## src/rtl/pipe_chain_pkg.sv

```systemverilog
// pipe_chain_pkg: shared types and helpers for pipe_stage_chain.
// Stage command enum, perf counter width, saturating increment.
package pipe_chain_pkg;

  typedef enum logic [1:0] {
    OP_LOAD,
    OP_HOLD,
    OP_BUBBLE,
    OP_KILL
  } stage_op_t;

  localparam int PERF_W = 32;

  function automatic logic [PERF_W-1:0] sat_inc(
    input logic [PERF_W-1:0] v
  );
    return (&v) ? v : v + 1'b1;
  endfunction

endpackage

```

## src/rtl/pipe_stage.sv

```systemverilog
// pipe_stage: one payload register plus valid bit.
// Next state is selected by the stage_op_t command from the top.
module pipe_stage
  import pipe_chain_pkg::*;
#(
  parameter int WIDTH = 64
) (
  input  logic             CLK,
  input  logic             nRST,
  input  stage_op_t        op_i,
  input  logic [WIDTH-1:0] prev_data_i,
  input  logic             prev_valid_i,
  output logic [WIDTH-1:0] data_o,
  output logic             valid_o
);

  logic [WIDTH-1:0] data_q, data_d;
  logic             valid_q, valid_d;

  // Cleared stages always carry zero data so downstream sees a NOP.
  always_comb begin
    data_d  = data_q;
    valid_d = valid_q;
    unique case (op_i)
      OP_LOAD: begin
        data_d  = prev_data_i;
        valid_d = prev_valid_i;
      end
      OP_HOLD: begin
        data_d  = data_q;
        valid_d = valid_q;
      end
      OP_BUBBLE,
      OP_KILL: begin
        data_d  = '0;
        valid_d = 1'b0;
      end
      default: begin
        data_d  = '0;
        valid_d = 1'b0;
      end
    endcase
  end

  // Stage register with asynchronous clear.
  always_ff @(posedge CLK or negedge nRST) begin
    if (!nRST) begin
      data_q  <= '0;
      valid_q <= 1'b0;
    end else begin
      data_q  <= data_d;
      valid_q <= valid_d;
    end
  end

  assign data_o  = data_q;
  assign valid_o = valid_q;

endmodule

```

## src/rtl/pipe_stage_chain.sv

```systemverilog
// pipe_stage_chain: STAGES-deep register chain with stall/flush.
// PIPE_PERF_CNT_EN adds saturating stall and flush counters.
module pipe_stage_chain
  import pipe_chain_pkg::*;
#(
  parameter int WIDTH  = 64,
  parameter int STAGES = 4
) (
  input  logic                      CLK,
  input  logic                      nRST,
  input  logic                      in_valid,
  input  logic [WIDTH-1:0]          in_data,
  output logic                      in_ready,
  input  logic [STAGES-1:0]         stall,
  input  logic [STAGES-1:0]         flush,
  output logic [STAGES-1:0]         out_valid,
  output logic [STAGES*WIDTH-1:0]   out_data,
  output logic [PERF_W-1:0]         stall_cnt,
  output logic [PERF_W-1:0]         flush_cnt
);

  logic [STAGES-1:0] hold;
  logic [STAGES-1:0] kill;
  logic [STAGES-1:0] bub;
  stage_op_t         op [STAGES];

  // Back-pressure walks upstream only through occupied stages.
  always_comb begin
    logic h;
    h    = 1'b0;
    hold = '0;
    for (int k = STAGES - 1; k >= 0; k--) begin
      h       = out_valid[k] & (stall[k] | h);
      hold[k] = h;
    end
  end

  // A flush at stage j kills j and every younger stage.
  always_comb begin
    logic f;
    f    = 1'b0;
    kill = '0;
    for (int k = STAGES - 1; k >= 0; k--) begin
      f       = f | flush[k];
      kill[k] = f;
    end
  end

  assign bub      = {hold[STAGES-2:0], 1'b0};
  assign in_ready = ~hold[0];

  for (genvar k = 0; k < STAGES; k++) begin : g_stage
    logic [WIDTH-1:0] prev_d;
    logic             prev_v;

    if (k == 0) begin : g_head
      assign prev_v = in_valid;
      assign prev_d = in_valid ? in_data : '0;
    end else begin : g_body
      assign prev_v = out_valid[k-1];
      assign prev_d = out_data[(k-1)*WIDTH +: WIDTH];
    end

    // Priority: kill, hold, bubble, load.
    always_comb begin
      op[k] = OP_LOAD;
      if (kill[k])      op[k] = OP_KILL;
      else if (hold[k]) op[k] = OP_HOLD;
      else if (bub[k])  op[k] = OP_BUBBLE;
    end

    pipe_stage #(.WIDTH(WIDTH)) u_stage (
      .CLK          (CLK),
      .nRST         (nRST),
      .op_i         (op[k]),
      .prev_data_i  (prev_d),
      .prev_valid_i (prev_v),
      .data_o       (out_data[k*WIDTH +: WIDTH]),
      .valid_o      (out_valid[k])
    );
  end

`ifdef PIPE_PERF_CNT_EN
  logic [PERF_W-1:0] stall_cnt_q, stall_cnt_d;
  logic [PERF_W-1:0] flush_cnt_q, flush_cnt_d;

  // Count back-pressure and flush cycles, saturating at all-ones.
  always_comb begin
    stall_cnt_d = stall_cnt_q;
    flush_cnt_d = flush_cnt_q;
    if (!in_ready) stall_cnt_d = sat_inc(stall_cnt_q);
    if (|flush)    flush_cnt_d = sat_inc(flush_cnt_q);
  end

  // Counter registers.
  always_ff @(posedge CLK or negedge nRST) begin
    if (!nRST) begin
      stall_cnt_q <= '0;
      flush_cnt_q <= '0;
    end else begin
      stall_cnt_q <= stall_cnt_d;
      flush_cnt_q <= flush_cnt_d;
    end
  end

  assign stall_cnt = stall_cnt_q;
  assign flush_cnt = flush_cnt_q;
`else
  assign stall_cnt = '0;
  assign flush_cnt = '0;
`endif

endmodule
```

## config.mk

```make
export PLATFORM = sky130hd
export DESIGN_NAME = pipe_stage_chain
export DESIGN_NICKNAME = d
export VERILOG_FILES = /design/src/rtl/pipe_chain_pkg.sv /design/src/rtl/pipe_stage.sv /design/src/rtl/pipe_stage_chain.sv
export SDC_FILE = /design/constraint.sdc
export NUM_CORES = 1
export LEC_CHECK = 0
export ABC_AREA = 0
export CORE_MARGIN = 2
export CORE_UTILIZATION = 40
export DETAILED_ROUTE_END_ITERATION = 12
export PLACE_DENSITY_LB_ADDON = 0.08
export SYNTH_ARGS = -nofsm -noshare
export SYNTH_HDL_FRONTEND = slang
export SYNTH_SLANG_ARGS = --single-unit
```

## constraint.sdc

```tcl
create_clock -name CLK -period 3.9 [get_ports CLK]
set_clock_uncertainty 0.15 [all_clocks]
set_input_delay 0.975 -clock CLK [delete_from_list [all_inputs] [get_ports CLK]]
set_output_delay 0.975 -clock CLK [all_outputs]
set_load 0.1 [all_outputs]
```

### After elaboration in Yosys (flattened, before gate mapping)

Index checks and enable logic that the tools add are counted.

* add/sub/neg operators: 0
* multipliers: 0
* divide/modulo/power cells: 0
* $lt $le $gt $ge: 0
* equal/unequal tests: 12
* shift-type cells: 0
* mux-type cells: 20
* bitwise gates (word level): 11
* reduce and logical (&&, ||, !) cells: 8

Operators by type and width (count)
* 64-bit case mux with 2 select lines: 4
* 64-bit 2-to-1 mux: 1
* 2-bit 2-to-1 mux: 10
* 2-bit equality test (second input constant): 8
* 2-bit by 1-bit equality test with 1-bit output (second input constant): 4
* 2-bit zero test: 4
* 1-bit case mux with 2 select lines: 4
* 2-bit OR reduction: 4
* 1-bit bitwise OR: 6
* 1-bit AND: 4
* 1-bit 2-to-1 mux: 1
* 1-bit inverter: 1

* register bits: 260
* bits in latches: 0
* RAM bits: 0
* bits in read-only memories: 0
* input bits: 75
* output and inout port bits: 325
* logic and storage cells: 59
* memories kept: 0

### Longest topological paths before layout

Gate-level depths: netlist (run 1).

* depth in word-level cells: 13
* depth in mapped cells: 6
* gate-level depth less buffers: 3

### Modules after synthesis

From an unflattened synthesis (run 1), not the netlist that was laid out.

* cell total of the unflattened synthesis: 994
* area, all modules: 11725.0 um^2

By module, submodules not included
* pipe_stage: instances 4, cells each 209, area an instance 2667.6 um^2, sequential area each 1626.6 um^2
* pipe_stage_chain: instances 1, cells each 158, area an instance 1054.8 um^2, sequential area each 0.0 um^2

### Worst setup path after synthesis (run 1)

OpenSTA, ideal clock, no wires.

* path kind: input to output
* start point: in stall[1]
* end point: out in_ready
* arrival: 2.049 ns
* data required time: 2.775 ns
* slack: 0.726 ns
* stages on the path: 5
* path buffers: 3
* cell sequence: clkbuf_1 a21o_1 a2bb2oi_2 buf_4 buf_4

* cells in the longest elaborated chain, start to end: 5

RTL lines
* start, declared: line pipe_stage_chain.sv:14 `input logic [STAGES-1:0] stall,`
* 1-bit bitwise OR: line pipe_stage_chain.sv:33 `h = out_valid[k] & (stall[k] | h);`
* 1-bit AND: line pipe_stage_chain.sv:33
* 1-bit bitwise OR: line pipe_stage_chain.sv:33
* 1-bit AND: line pipe_stage_chain.sv:33
* 1-bit inverter: line pipe_stage_chain.sv:50 `assign in_ready = ~hold[0];`
* end, declared: line pipe_stage_chain.sv:13 `output logic in_ready,`

Every way passes these cells.

### Worst setup path after layout (run 1)

* start point: in stall[3]
* end point: out in_ready

* cells in the longest elaborated chain, start to end: 8

RTL lines (line)
* 1-bit AND: pipe_stage_chain.sv:33
* 1-bit bitwise OR: pipe_stage_chain.sv:33
* 1-bit AND: pipe_stage_chain.sv:33
* 1-bit bitwise OR: pipe_stage_chain.sv:33
* 1-bit AND: pipe_stage_chain.sv:33
* 1-bit bitwise OR: pipe_stage_chain.sv:33
* 1-bit AND: pipe_stage_chain.sv:33
* 1-bit inverter: pipe_stage_chain.sv:50

Every way passes these cells.

==> impl_metrics.py, run 1 <==
metrics = {
    "yosys": {
        "synthSimpleGateAreaFrac": 0.125,
        "synth-seq-cells": 260,
        "syn_avg_cell_area_sq_um": 10.3,
        "yosys_warnings": 0,
        "synthDistinctLibCells": 32,
        "synth_compound_area_frac": 0.165,
        "synth_top_family_by_area": "compound AO/OA/AOI/OAI gates",
        "synth_fa_ha_area_frac": 0,
        "synthMuxAreaShare": 0.0561,
        "syn_area_sq_um": 11400,
        "seq_area_frac_synth": 0.569,
        "synth_cells": 1104,
        "synth-xor-area-share": 0,
    },
    "worst_hold_path": {
        "hold_path.class": "input port to async pin",
    },
    "critical_path": {
        "cp-start-kind": "input port",
        "crit_path_end_kind": "primary output",
        "slowest_stage": "clkdlybuf4s50_1",
        "critical_path_buf_inv_count": 3,
        "arrival_ns": 2.31,
        "crit_type": "input port to primary output",
        "max_stage_delay_ns": 0.43,
        "r2r_cells": 5,
        "cp_max_fo": 3,
        "worstPathRequired_ns": 2.77,
        "crit_chain": "clkdlybuf4s50_1 > a21oi_1 > buf_4 > a2bb2oi_4 > buf_12",
        "cp_top_family": "buffers and inverters",
        "cp_num_cells": 5,
    },
    "timing": {
        "tightest_slew_ns": 1.00,
        "slew_headroom": 0.330,
        "slew_violations": 0,
        "setup_ws_ns": 0.465,
        "fin_crit_sh": 0.881,
        "hold_viol": 0,
        "fin_crit_ns": 3.44,
        "rsz0062_at_grt": "no",
        "setup_viol": 0,
        "max_freq_mhz": 291,
        "setup_tns_ns": 0,
    },
    "cts": {
        "root_buffer": "clkbuf_16",
        "cts.sinks": 260,
        "cts-buffers-inserted": 29,
        "cts_resized": 0,
        "clk-insertion-delay-late_ns": 0.54,
        "postCtsHoldBufs": 0,
        "cts-htree-levels": 1,
        "post_cts_buffers": 0,
        "clkTransAtPathRegs_ns": 0.06,
        "clock_path_buffers": 3,
        "cts_tree": "done",
    },
    "drt": {
        "drt_pass1_iterations": 7,
        "antenna_left": 0,
        "wl_per_cell_um": 18.9,
        "vias": 9399,
        "drt-initial-drc-count": 815,
        "wl_mm": 33.8,
        "drc": 0,
        "vias_per_cell": 5.26,
    },
    "floorplan": {
        "ios": 400,
        "core-area_sq_um": 27900,
        "rows": 61,
        "die_w_um": 173,
        "fp.dieH_um": 173,
        "die-area_sq_um": 29900,
        "start_util": 0.409,
    },
    "finish": {
        "drive_above_1_share": 0.156,
        "layout.cells.non_filler": 1786,
        "final_common_cell": "dfrtp_1",
        "fin_area_sq_um": 15600,
        "layout_common_cells": "dfrtp_1, clkdlybuf4s50_1, nand2_1",
        "nNetsFinal": 1461,
        "area_delta_synth_final_pct": 36.5,
    },
    "grt": {
        "gr-usage-all-layers": 0.219,
        "grt_pass1_wl_mm": 53.4,
        "antenna_found_initial": 1,
        "grt_pass1_vias": 8884,
        "overflow": 0,
        "grt_max_degree": 130,
    },
    "placement": {
        "post_dp_cell_area_sq_um": 14600,
        "place_inst": 1733,
        "port_buffers": 335,
        "dp_hpwl_mm": 23.2,
        "gp_congestion": 0.770,
        "pre_cts_ws_ns": 0.443,
    },
    "pwr": {
        "vdd_ir_drop_max_v": 0.000254,
        "power_uw": 6060,
        "p_leak_uw": 0.00704,
        "powerDensity_nw_per_um2": 389,
    },
    "outcome": {
        "status": "complete, no violations",
    },
    "run": {
        "cap_violations": 0,
    },
}
==> synth_stat cells, drive strengths merged <==
master | count | area [sq um]
a21oi | 65 | 325
nand2 | 194 | 728
a21boi | 2 | 15.0
a211oi | 1 | 20.0
conb | 1 | 3.75
nor2 | 1 | 3.75
buf | 100 | 657
a31o | 1 | 8.76
o21a | 1 | 7.51
a22o | 64 | 561
dfrtp | 260 | 6510
o22ai | 65 | 413
a41o | 1 | 10.0
inv | 3 | 11.3
a21o | 1 | 7.51
a211o | 1 | 8.76
o21ai | 1 | 8.76
o211ai | 63 | 473
or3 | 1 | 6.26
nand2b | 3 | 18.8
nand3 | 128 | 641
mux2i | 64 | 641
clkbuf | 77 | 289
nor4 | 1 | 12.5
and4 | 1 | 8.76
and3 | 1 | 6.26
a221oi | 1 | 15.0
nor3 | 1 | 5.00
a2bb2oi | 1 | 15.0
==> metrics by stage <==
stage	util	hold slack, ns
after floorplan	-	0.424
final	0.558	0.297
after global routing	0.558	0.358
after global placement	0.524	0.336
after detailed placement	0.524	0.344
after CTS	0.558	0.339
==> logic make-up after synthesis <==
family | count (synthesis)
simple gates | 331
flops | 260
mux | 64
buf+inv | 180
compound gates | 268
other cells | 1
==> cell type report <==
| class | count | area (sq um) |
|---|---|---|
| fillers | 2448 | 12300 |
| flip-flops and latches | 260 | 6510 |
| multi-input cells | 727 | 4260 |
| repair buffers | 365 | 3390 |
| clock buffers | 39 | 803 |
| well taps | 378 | 473 |
| clock inverters | 13 | 149 |
| inverters | 3 | 11.3 |
| diodes | 1 | 2.50 |
==> per-layer routing <==
metal  GRT usage  vias to the layer above  part of all wire
li1            -                     4378                 -
met4      0.0558                        0             0.022
met3      0.0457                       50             0.069
met2       0.354                      351              0.48
met5           0                        -                 0
met1       0.300                     4620              0.43
==> worst paths after layout <==
path | slack [ns] | end | start
min reg2reg | 0.35 | g_stage[3].u_stage.data_o[33] | g_stage[3].u_stage.data_o[33]
max in group asynchronous | 2.42 | g_stage[3].u_stage.data_o[35] | nRST
min | 0.30 | g_stage[0].u_stage.data_o[6] | nRST
max | 0.46 | in_ready | stall[3]
max reg2reg | 1.62 | g_stage[0].u_stage.data_o[28] | g_stage[3].u_stage.valid_o
min in group CLK | 0.35 | g_stage[3].u_stage.data_o[33] | g_stage[3].u_stage.data_o[33]
==> where the power goes <==
part | switching (uW) | internal, uW | leakage, uW | total, uW
combinational | 506 | 115 | 0.00294 | 621
sequential | 7.96 | 2710 | 0.00363 | 2710
clock | 1090 | 1640 | 0.000473 | 2730
total | 1610 | 4460 | 0.00704 | 6060
==> registers in the layout, indices dropped and copies added, names as in the netlist <==
register	cells
g_stage.u_stage.data_o	256
g_stage.u_stage.valid_o	4
==> worst register-to-register path: stages, from the launching register on <==
cell and delay, ns:
dfrtp_1 0.51, a21oi_1 0.31, buf_4 0.21, a2bb2oi_4 0.24
buf_12 0.43, mux2i_1 0.34
(Power assumes the default switching activity.)
==> inputs of run 2 (changes only) <==
--- a/config.mk
+++ b/config.mk
@@ -8,6 +8,7 @@
 export ABC_AREA = 0
 export CORE_MARGIN = 2
 export CORE_UTILIZATION = 40
+export CTS_CLUSTER_SIZE = 30
 export DETAILED_ROUTE_END_ITERATION = 12
 export PLACE_DENSITY_LB_ADDON = 0.08
 export SYNTH_ARGS = -nofsm -noshare
==> results of run 2 <==
The final DEF is identical to that of run 1; final timing and power are the same.
==> inputs of run 3 (changes only) <==
--- a/config.mk
+++ b/config.mk
@@ -6,7 +6,8 @@
 export NUM_CORES = 1
 export LEC_CHECK = 0
 export ABC_AREA = 0
-export CORE_MARGIN = 2
+export ABC_CLOCK_PERIOD_IN_PS = 3900
+export CORE_MARGIN = 10
 export CORE_UTILIZATION = 40
 export CTS_CLUSTER_SIZE = 30
 export DETAILED_ROUTE_END_ITERATION = 12
==> impl_metrics.py, run 3 (synthesis results as in run 1) <==
metrics = {
    "outcome": {
        "status": "complete, no violations",
    },
    "cts": {
        "post_cts_buffers": 0,
        "clkTransAtPathRegs_ns": 0.05,
        "cts-htree-levels": 1,
        "cts_resized": 0,
        "cts-buffers-inserted": 29,
        "cts.sinks": 260,
        "root_buffer": "clkbuf_16",
        "clk-insertion-delay-late_ns": 0.54,
        "cts_tree": "done",
        "postCtsHoldBufs": 0,
        "clock_path_buffers": 3,
    },
    "critical_path": {
        "reg2reg_from": "g_stage[3].u_stage.valid_o",
        "worstPathRequired_ns": 2.77,
        "arrival_ns": 2.32,
        "cp_max_fo": 3,
        "crit_path_start": "stall[3]",
        "crit_path_end_kind": "primary output",
        "ff2ff_setup_slack_ns": 1.62,
        "r2r_cells": 5,
        "endpoint": "in_ready",
        "worstReg2RegEnd": "g_stage[0].u_stage.data_o[39]",
        "cp-start-kind": "input port",
        "crit_type": "input port to primary output",
    },
    "floorplan": {
        "fp.dieH_um": 189,
        "ios": 400,
        "die-area_sq_um": 35700,
        "die_w_um": 189,
        "core-area_sq_um": 28000,
        "start_util": 0.408,
        "rows": 61,
    },
    "finish": {
        "drive_above_1_share": 0.190,
        "largest_register_ffs": 256,
        "nNetsFinal": 1464,
        "layout_common_cells": "dfrtp_1, buf_4, nand2_1",
        "area_delta_synth_final_pct": 35.1,
        "final_common_cell": "dfrtp_1",
        "fillCellCount": 2537,
    },
    "placement": {
        "port_buffers": 335,
        "dp_hpwl_mm": 26.6,
        "gp_congestion": 0.792,
    },
    "timing": {
        "fin_crit_sh": 0.883,
        "slew_headroom": 0.326,
        "setup_viol": 0,
        "tightest_slew_ns": 1.01,
        "max_freq_mhz": 290,
        "slew_violations": 0,
        "hold_viol": 0,
        "fin_crit_ns": 3.45,
        "rsz0062_at_grt": "no",
        "setup_tns_ns": 0,
    },
    "drt": {
        "drt-initial-drc-count": 511,
        "drt_pass1_iterations": 5,
        "drc": 0,
        "wl_mm": 37.1,
        "wl_per_cell_um": 20.8,
        "antenna_left": 0,
        "vias_per_cell": 5.19,
        "vias": 9263,
    },
    "grt": {
        "grt_pass1_vias": 9297,
        "gr-usage-all-layers": 0.199,
        "grt_max_degree": 71,
        "busiest_layer": "met2",
        "antenna_found_initial": 1,
        "grt_use_met2": 0.317,
        "met1_usage": 0.258,
        "grt_pass1_wl_mm": 57.9,
        "met3_usage": 0.0616,
        "overflow": 0,
    },
    "pwr": {
        "power_uw": 5890,
        "p_leak_uw": 0.00712,
        "vdd_ir_drop_max_v": 0.000278,
        "powerDensity_nw_per_um2": 381,
    },
    "run": {
        "cap_violations": 0,
    },
    "worst_hold_path": {
        "hold_path.class": "input port to async pin",
    },
}
## run 3: cell count changes in the layout (fill, tap and decap cells not counted)
cell             previous run  this run
buf_12                     10        13
buf_4                     147       199
bufinv_16                   3         1
clkbuf_1                    6         9
clkbuf_8                    4         3
clkdlybuf4s50_1           206       154
clkinv_2                    8         5
diode_2                     1         2
inv_8                       1         0
## run 3: worst min-delay path by stage
stage | slack (ns) | start | to | cells past startpoint
2_1_floorplan | 0.42 | g_stage[0].u_stage.valid_o | g_stage[1].u_stage.valid_o | 2
3_3_place_gp | 0.34 | g_stage[3].u_stage.data_o[29] | g_stage[3].u_stage.data_o[29] | 1
3_5_place_dp | 0.34 | g_stage[3].u_stage.data_o[19] | g_stage[3].u_stage.data_o[19] | 1
4_1_cts | 0.25 | nRST | g_stage[1].u_stage.data_o[57] | 1
5_1_grt | 0.28 | nRST | g_stage[1].u_stage.data_o[61] | 1
6_report | 0.25 | nRST | g_stage[0].u_stage.data_o[7] | 1
## run 3: final cells by class
type                            instances  area (sq um)  area share
Inverter                                3          11.3    0.000729
Timing Repair Buffer                  368          3320       0.215
Clock inverter                          7          62.6     0.00405
Clock buffer                           41           801      0.0519
Antenna cell                            2          5.00    0.000324
Multi-Input combinational cell        727          4260       0.276
Sequential cell                       260          6510       0.421
Tap cell                              378           473      0.0306
## run 3: per-stage QoR
stage / instance area [sq um] / hold WS, ns / setup WS [ns] / instances / utilization
6_report: 15400 / 0.247 / 0.455 / 1786 / 0.551
5_1_grt: 15400 / 0.280 / 0.459 / 1785 / 0.551
4_1_cts: 15400 / 0.252 / 0.467 / 1784 / 0.551
3_5_place_dp: 14600 / 0.340 / 0.474 / 1736 / 0.520
3_3_place_gp: 14600 / 0.337 / 0.505 / 1736 / 0.520
2_1_floorplan: 11700 / 0.424 / 0.726 / 1167 / -
## run 3: metal layers
layer,vias up,routed length (um)
met3,44,2970
li1,4388,-
met5,-,0
met1,4539,15800
met4,0,645
met2,292,17700
## run 3: worst max-delay path, cell delays in order
cell	delay [ns]
clkdlybuf4s50_1	0.42
a21oi_1	0.29
buf_4	0.22
a2bb2oi_4	0.21
buf_12	0.20
## run 3: report_power, final
part	internal (uW)	leakage, uW	switching (uW)	total (uW)
Sequential	2710	0.00363	7.80	2710
Clock	1480	0.000423	1070	2550
Combinational	116	0.00307	513	630
Total	4300	0.00712	1590	5890
